`src/rtl/if_stage_if.sv`:
```
// if_stage_if: fetch-stage bus bundling hazard controls, redirect targets, instruction port and IF/ID outputs
// Ports (signals):
//   PCSrc, PC_wen, IF_wen, IF_Flush        next-PC select and hazard-unit enables
//   branch_target, jump_index, jr_target   redirect sources from ID
//   inst_addr / inst_data                  combinational instruction memory port
//   PC, IF_ID_PC, IF_ID_PC_plus4,
//   IF_ID_Instruction, IF_ID_valid         fetch state seen by the rest of the pipe
// Modports: master = pipeline/memory side, slave = if_stage
interface if_stage_if;
    logic [2:0]  PCSrc;
    logic        PC_wen;
    logic        IF_wen;
    logic        IF_Flush;
    logic [31:0] branch_target;
    logic [25:0] jump_index;
    logic [31:0] jr_target;
    logic [31:0] inst_data;
    logic [31:0] inst_addr;
    logic [31:0] PC;
    logic [31:0] IF_ID_PC;
    logic [31:0] IF_ID_PC_plus4;
    logic [31:0] IF_ID_Instruction;
    logic        IF_ID_valid;

    modport master (
        output PCSrc, PC_wen, IF_wen, IF_Flush, branch_target, jump_index, jr_target, inst_data,
        input  inst_addr, PC, IF_ID_PC, IF_ID_PC_plus4, IF_ID_Instruction, IF_ID_valid
    );

    modport slave (
        input  PCSrc, PC_wen, IF_wen, IF_Flush, branch_target, jump_index, jr_target, inst_data,
        output inst_addr, PC, IF_ID_PC, IF_ID_PC_plus4, IF_ID_Instruction, IF_ID_valid
    );
endinterface

```
`src/rtl/if_stage.sv`:
```
// if_stage: PC register, next-PC selection and IF/ID pipeline register
// Ports:
//   clk    rising-edge clock
//   reset  asynchronous active-low reset
//   bus    if_stage_if.slave carrying controls, redirect targets, instruction port and IF/ID outputs
module if_stage (
    input  logic        clk,
    input  logic        reset,
    if_stage_if.slave   bus
);
    localparam logic [31:0] RESET_PC = 32'h8000_0000;
    localparam logic [31:0] ILLOP_PC = 32'h8000_0004;
    localparam logic [31:0] XADR_PC  = 32'h8000_0008;

    logic [31:0] pc;
    logic [31:0] pc_plus4;
    logic [31:0] next_pc;
    logic [31:0] jump_target;
    logic [31:0] jr_safe;
    logic        exc_redirect;
    logic [31:0] if_id_pc;
    logic [31:0] if_id_pc_plus4;
    logic [31:0] if_id_instr;
    logic        if_id_valid;

    // Increment never touches the kernel bit; the low 31 bits wrap on their own.
    assign pc_plus4    = {pc[31], pc[30:0] + 31'd4};
    assign jump_target = {if_id_pc_plus4[31:28], bus.jump_index, 2'b00};
    // JR/JALR keeps the privilege level of the jumping instruction, so user code cannot reach kernel space.
    assign jr_safe     = {if_id_pc[31], bus.jr_target[30:0]};
    // Exception redirects must win over a hazard-unit stall of the PC.
    assign exc_redirect = (bus.PCSrc == 3'b011) || (bus.PCSrc == 3'b100);

    always_comb begin
        next_pc = pc_plus4;
        case (bus.PCSrc)
            3'b001:  next_pc = bus.branch_target;
            3'b010:  next_pc = jump_target;
            3'b011:  next_pc = ILLOP_PC;
            3'b100:  next_pc = XADR_PC;
            3'b101:  next_pc = jr_safe;
            default: next_pc = pc_plus4;
        endcase
    end

    always_ff @(posedge clk or negedge reset) begin
        if (!reset)
            pc <= RESET_PC;
        else if (bus.PC_wen || exc_redirect)
            pc <= next_pc;
    end

    // Flush outranks a stall so a squashed slot always becomes a bubble.
    always_ff @(posedge clk or negedge reset) begin
        if (!reset) begin
            if_id_pc       <= RESET_PC;
            if_id_pc_plus4 <= ILLOP_PC;
            if_id_instr    <= 32'h0;
            if_id_valid    <= 1'b0;
        end else if (bus.IF_Flush) begin
            if_id_pc       <= pc;
            if_id_pc_plus4 <= pc_plus4;
            if_id_instr    <= 32'h0;
            if_id_valid    <= 1'b0;
        end else if (bus.IF_wen) begin
            if_id_pc       <= pc;
            if_id_pc_plus4 <= pc_plus4;
            if_id_instr    <= bus.inst_data;
            if_id_valid    <= 1'b1;
        end
    end

    assign bus.inst_addr         = pc;
    assign bus.PC                = pc;
    assign bus.IF_ID_PC          = if_id_pc;
    assign bus.IF_ID_PC_plus4    = if_id_pc_plus4;
    assign bus.IF_ID_Instruction = if_id_instr;
    assign bus.IF_ID_valid       = if_id_valid;
endmodule

```
`src/flat_wrapper.sv`:
```
// flat-port wrapper written by rule: the top's interface ports become plain ports
module if_stage_flat 
  (clk, reset, bus_PCSrc, bus_PC_wen, bus_IF_wen, bus_IF_Flush, bus_branch_target, bus_jump_index, bus_jr_target, bus_inst_data, bus_inst_addr, bus_PC, bus_IF_ID_PC, bus_IF_ID_PC_plus4, bus_IF_ID_Instruction, bus_IF_ID_valid);
  if_stage_if bus_i ();
  input  logic clk;
  input  logic reset;
  input wire logic [$bits(bus_i.PCSrc)-1:0] bus_PCSrc;
  input wire logic [$bits(bus_i.PC_wen)-1:0] bus_PC_wen;
  input wire logic [$bits(bus_i.IF_wen)-1:0] bus_IF_wen;
  input wire logic [$bits(bus_i.IF_Flush)-1:0] bus_IF_Flush;
  input wire logic [$bits(bus_i.branch_target)-1:0] bus_branch_target;
  input wire logic [$bits(bus_i.jump_index)-1:0] bus_jump_index;
  input wire logic [$bits(bus_i.jr_target)-1:0] bus_jr_target;
  input wire logic [$bits(bus_i.inst_data)-1:0] bus_inst_data;
  output wire logic [$bits(bus_i.inst_addr)-1:0] bus_inst_addr;
  output wire logic [$bits(bus_i.PC)-1:0] bus_PC;
  output wire logic [$bits(bus_i.IF_ID_PC)-1:0] bus_IF_ID_PC;
  output wire logic [$bits(bus_i.IF_ID_PC_plus4)-1:0] bus_IF_ID_PC_plus4;
  output wire logic [$bits(bus_i.IF_ID_Instruction)-1:0] bus_IF_ID_Instruction;
  output wire logic [$bits(bus_i.IF_ID_valid)-1:0] bus_IF_ID_valid;
  assign bus_i.PCSrc = bus_PCSrc;
  assign bus_i.PC_wen = bus_PC_wen;
  assign bus_i.IF_wen = bus_IF_wen;
  assign bus_i.IF_Flush = bus_IF_Flush;
  assign bus_i.branch_target = bus_branch_target;
  assign bus_i.jump_index = bus_jump_index;
  assign bus_i.jr_target = bus_jr_target;
  assign bus_i.inst_data = bus_inst_data;
  assign bus_inst_addr = bus_i.inst_addr;
  assign bus_PC = bus_i.PC;
  assign bus_IF_ID_PC = bus_i.IF_ID_PC;
  assign bus_IF_ID_PC_plus4 = bus_i.IF_ID_PC_plus4;
  assign bus_IF_ID_Instruction = bus_i.IF_ID_Instruction;
  assign bus_IF_ID_valid = bus_i.IF_ID_valid;
  if_stage u_core (.clk(clk), .reset(reset), .bus(bus_i));
endmodule
```
`config.mk`:
```
export PLATFORM = sky130hd
export DESIGN_NAME = if_stage_flat
export DESIGN_NICKNAME = d
export VERILOG_FILES = /design/src/rtl/if_stage_if.sv /design/src/rtl/if_stage.sv /design/src/flat_wrapper.sv
export SDC_FILE = /design/constraint.sdc
export NUM_CORES = 1
export LEC_CHECK = 0
export CAP_MARGIN = 10
export CORE_ASPECT_RATIO = 0.5
export CORE_MARGIN = 1.5
export CORE_UTILIZATION = 43
export DETAILED_ROUTE_END_ITERATION = 8
export HOLD_SLACK_MARGIN = 0.06
export PLACE_DENSITY = 0.81
export SLEW_MARGIN = 20
export SYNTH_ARGS = -nofsm -noshare
export SYNTH_HDL_FRONTEND = slang
export SYNTH_SLANG_ARGS = --single-unit
```
`constraint.sdc`:
```
create_clock -name clk -period 2.4 [get_ports clk]
set_input_delay 0.36 -clock clk [delete_from_list [all_inputs] [get_ports clk]]
set_output_delay 0.36 -clock clk [all_outputs]
set_load 0.01 [all_outputs]
```
==> run summary <==
post-synth top area share = 45.84%
status = complete, no violations
I/O Buffers = 289
Final ANT Viol Nets = 0
H-tree Lvls = 4
Mapped Cells = 678
Synth top cells by count = dfrtp_1, nor2_1, nand2_1, mux2i_1, o21ai_0
CTS tree = yes
Critical Path End = u_core.bus.IF_ID_PC_plus4[22]
Clk Latency, worst-skew pair = 0.41 ns
internal power = 5.398 mW
DP HPWL = 15.63 mm
clk sinks = 126
Comb power frac = 29.4%
Synth Area in Simple Gates = 14.00%
mux cell area share after synthesis = 12.11%
Pins Over Slew Limit = 0
FF-to-FF End = u_core.bus.IF_ID_PC_plus4[22]
main combinational cell family by area after synthesis = compound AO/OA/AOI/OAI gates
Placeable Area = 0.01533 sq mm
vias per cell = 5.460
mean area per synthesized cell = 9.903 sq um
Switching Fraction = 28.96%
final wirelength = 21.28 mm
Crit. Startpoint = u_core.bus.PC[3]
CP cell instances = ha_1 -> and4_1 -> nand3_1 -> or4_1 -> xor2_1 -> o21ai_0
clk_skew = 0.01191 ns
DR pass1 iterations = 5
Min Hold Slack = 0.3032 ns
worst-case clock buffer depth = 2
top cells by area, synth = dfrtp_1, mux2i_1, buf_4, mux2_2, nor2_1
MaxCap Viol Count = 0
post-CTS sizing = 0
CP Max Fanout = 7
worst setup margin = 0.2315 ns
peak supply drop = 0.0005338 V
count leader, synth = dfrtp_1
Ys Warns = 0
initial antenna violation count = 0
cts bufs inserted = 17
post-synth cell types = 55
largest net degree at the start of global routing = 58
Die Wd = 179.7 um
Synthesized Nets = 809
DRT iter0 DRCs = 479
I/O Pins = 291
drt drc = 0
post-place setup slack = -0.01951 ns
Total Routing Usage GR = 25.64%
Congestion Overflow GR = 0
crit path time final = 2.169 ns
P_sw = 2.200 mW
total die area = 0.01642 sq mm
endpoints failing hold = 0
vias in the first global route = 6117
startpoint class of the critical path = flip-flop
Reg2Reg Setup Slack = 0.23 ns
Worst Hold Class = in -> reg
CP endpoint kind = flip-flop
Initial Util = 43.78%
Most used DFF post-synth = dfrtp_1
Slowest-stage cell, CP = or4_1
Finished Core Util = 68.11%
Power Density = 727.5 mW/mm^2
Root Buffer = clkbuf_16
Synth area leader = dfrtp_1
Reg2Reg Depth = 6
Peak Freq = 461.1 MHz
worst r2r src = u_core.bus.PC[3]
CP peak stage delay = 0.52 ns
Post-Synth XOR/XNOR Area = 3.392%
num rows = 32
synth-to-layout area growth = 55.55%
synthesis-stage register bit count = 126
FFs w/ async S/R, synth = 100.0%
DR vias = 6339
clock group share of total power = 35.3%
sequential area share after synthesis = 47.02%
final setup fails = 0
global-route wire length before repair = 33.24 mm
Setup Buffers After CTS = 0
GPL Wtd Cong = 0.8512
worst-margin pin slew = 0.6692 ns
fraction of layout cells with a size suffix above 1 = 12.43%
WL per Instance = 18.33 um
Tcrit/Tclk final = 90.36%
Compound-Gate Fraction of Synth Area = 15.45%
crit path DAT = 2.49 ns
RSZ-0062 raised after global routing = no
Slew HR = 55.22%
fin nets = 1075
clock slew seen by the registers of the worst setup and hold paths = 0.06 ns
Hold-fix buffers, CTS = 1
crit path kind = reg -> reg
Hold Path Depth = 4
Reg power frac = 35.3%
Antenna diodes = 0
Worst Path Required = 2.72 ns
Lkg Pwr = 4.376 nW
Die Y-Extent = 91.36 um
adder-cell area share of the yosys netlist = 0.1864%
Post-synth EDFFs = 0
Synth Cell Area = 0.006714 sq mm
-- stage by stage --
| stage | power [mW] | instance area (sq um) | setup TNS (ns) | std cells |
|---|---|---|---|---|
| 2_1_floorplan | 3.665 | 6714 | 0 | 678 |
| 3_3_place_gp | 4.877 | 9816 | 0 | 1128 |
| 3_5_place_dp | 4.944 | 9816 | -0.03757 | 1128 |
| 4_1_cts | 7.639 | 10440 | 0 | 1161 |
| 5_1_grt | 7.913 | 10440 | 0 | 1161 |
| 6_report | 7.598 | 10440 | 0 | 1161 |
-- layer usage --
layer | wire (um) | vias up | global-route usage [%] | part of all wire (%)
met5 | 0 | - | 0 | 0
met4 | 337 | 0 | 7.639 | 1.6
met3 | 1512 | 31 | 6.217 | 7.1
met2 | 10320 | 276 | 42.69 | 49
met1 | 9109 | 3109 | 33.21 | 43
li1 | - | 2923 | - | -
-- registers in the layout (all words and copies together) (netlist names) --
signal,flops
u_core.bus.PC,32
u_core.bus.IF_ID_Instruction,32
u_core.bus.IF_ID_PC,30
u_core.bus.IF_ID_valid,1
u_core.bus.IF_ID_PC_plus4,31
-- final cells by class --
| type | count | area (sq um) |
|---|---|---|
| Fill cell | 1127 | 4891 |
| Timing Repair Buffer | 334 | 3324 |
| Tap cell | 204 | 255.2 |
| Multi-Input combinational cell | 456 | 3055 |
| Sequential cell | 126 | 3157 |
| Clock inverter | 12 | 161.4 |
| Inverter | 9 | 33.78 |
| Clock buffer | 20 | 456.7 |
-- critical path: cells and delay by family, from the launching register on --
kind,cells,cell delay (ns)
xor gates and xnor gates,1,0.18
AOI/OAI and AO/OA,1,0.17
DFF,1,0.46
adders and majority gates,1,0.22
and+or+nand+nor,3,1.05
-- power groups by stage --
stage	Sequential (mW)	Clock [mW]	Combinational, mW
2_1_floorplan	2.84	0	0.823
3_3_place_gp	2.69	0	2.18
3_5_place_dp	2.71	0	2.23
4_1_cts	2.68	2.71	2.25
5_1_grt	2.72	2.82	2.37
6_report	2.68	2.68	2.24
-- cell families after synthesis --
| family | after synthesis |
|---|---|
| AOI/OAI and AO/OA | 155 |
| xor gates and xnor gates | 26 |
| adders and majority gates | 1 |
| buffers and inverters | 96 |
| DFF | 126 |
| muxes | 78 |
| and+or+nand+nor | 196 |
-- worst min-delay path by stage --
stage               start                              end  slack (ns)
6_report       bus_IF_wen    u_core.bus.IF_ID_PC_plus4[26]        0.30
5_1_grt        bus_IF_wen    u_core.bus.IF_ID_PC_plus4[26]        0.33
4_1_cts        bus_IF_wen    u_core.bus.IF_ID_PC_plus4[26]        0.30
3_5_place_dp        reset           u_core.bus.IF_ID_PC[2]        0.37
3_3_place_gp        reset           u_core.bus.IF_ID_PC[2]        0.37
2_1_floorplan       reset  u_core.bus.IF_ID_Instruction[0]        0.06
-- placed cells by master (no fill, tap or decap), drive strengths merged, types with 8 or more instances in the layout --
| master | instances |
|---|---|
| clkbuf | 20 |
| nor3 | 8 |
| nand4 | 8 |
| a222oi | 9 |
| xnor2 | 20 |
| buf | 47 |
| o22a | 9 |
| a21o | 9 |
| clkdlybuf4s50 | 286 |
| nand2 | 61 |
| nand3 | 12 |
| a21oi | 24 |
| dfrtp | 123 |
| nand2b | 10 |
| inv | 10 |
| mux2 | 26 |
| a221oi | 8 |
| o21ai | 52 |
| a31oi | 9 |
| nor2 | 71 |
| mux2i | 52 |
Note: power is estimated with default switching activity, not from simulation.
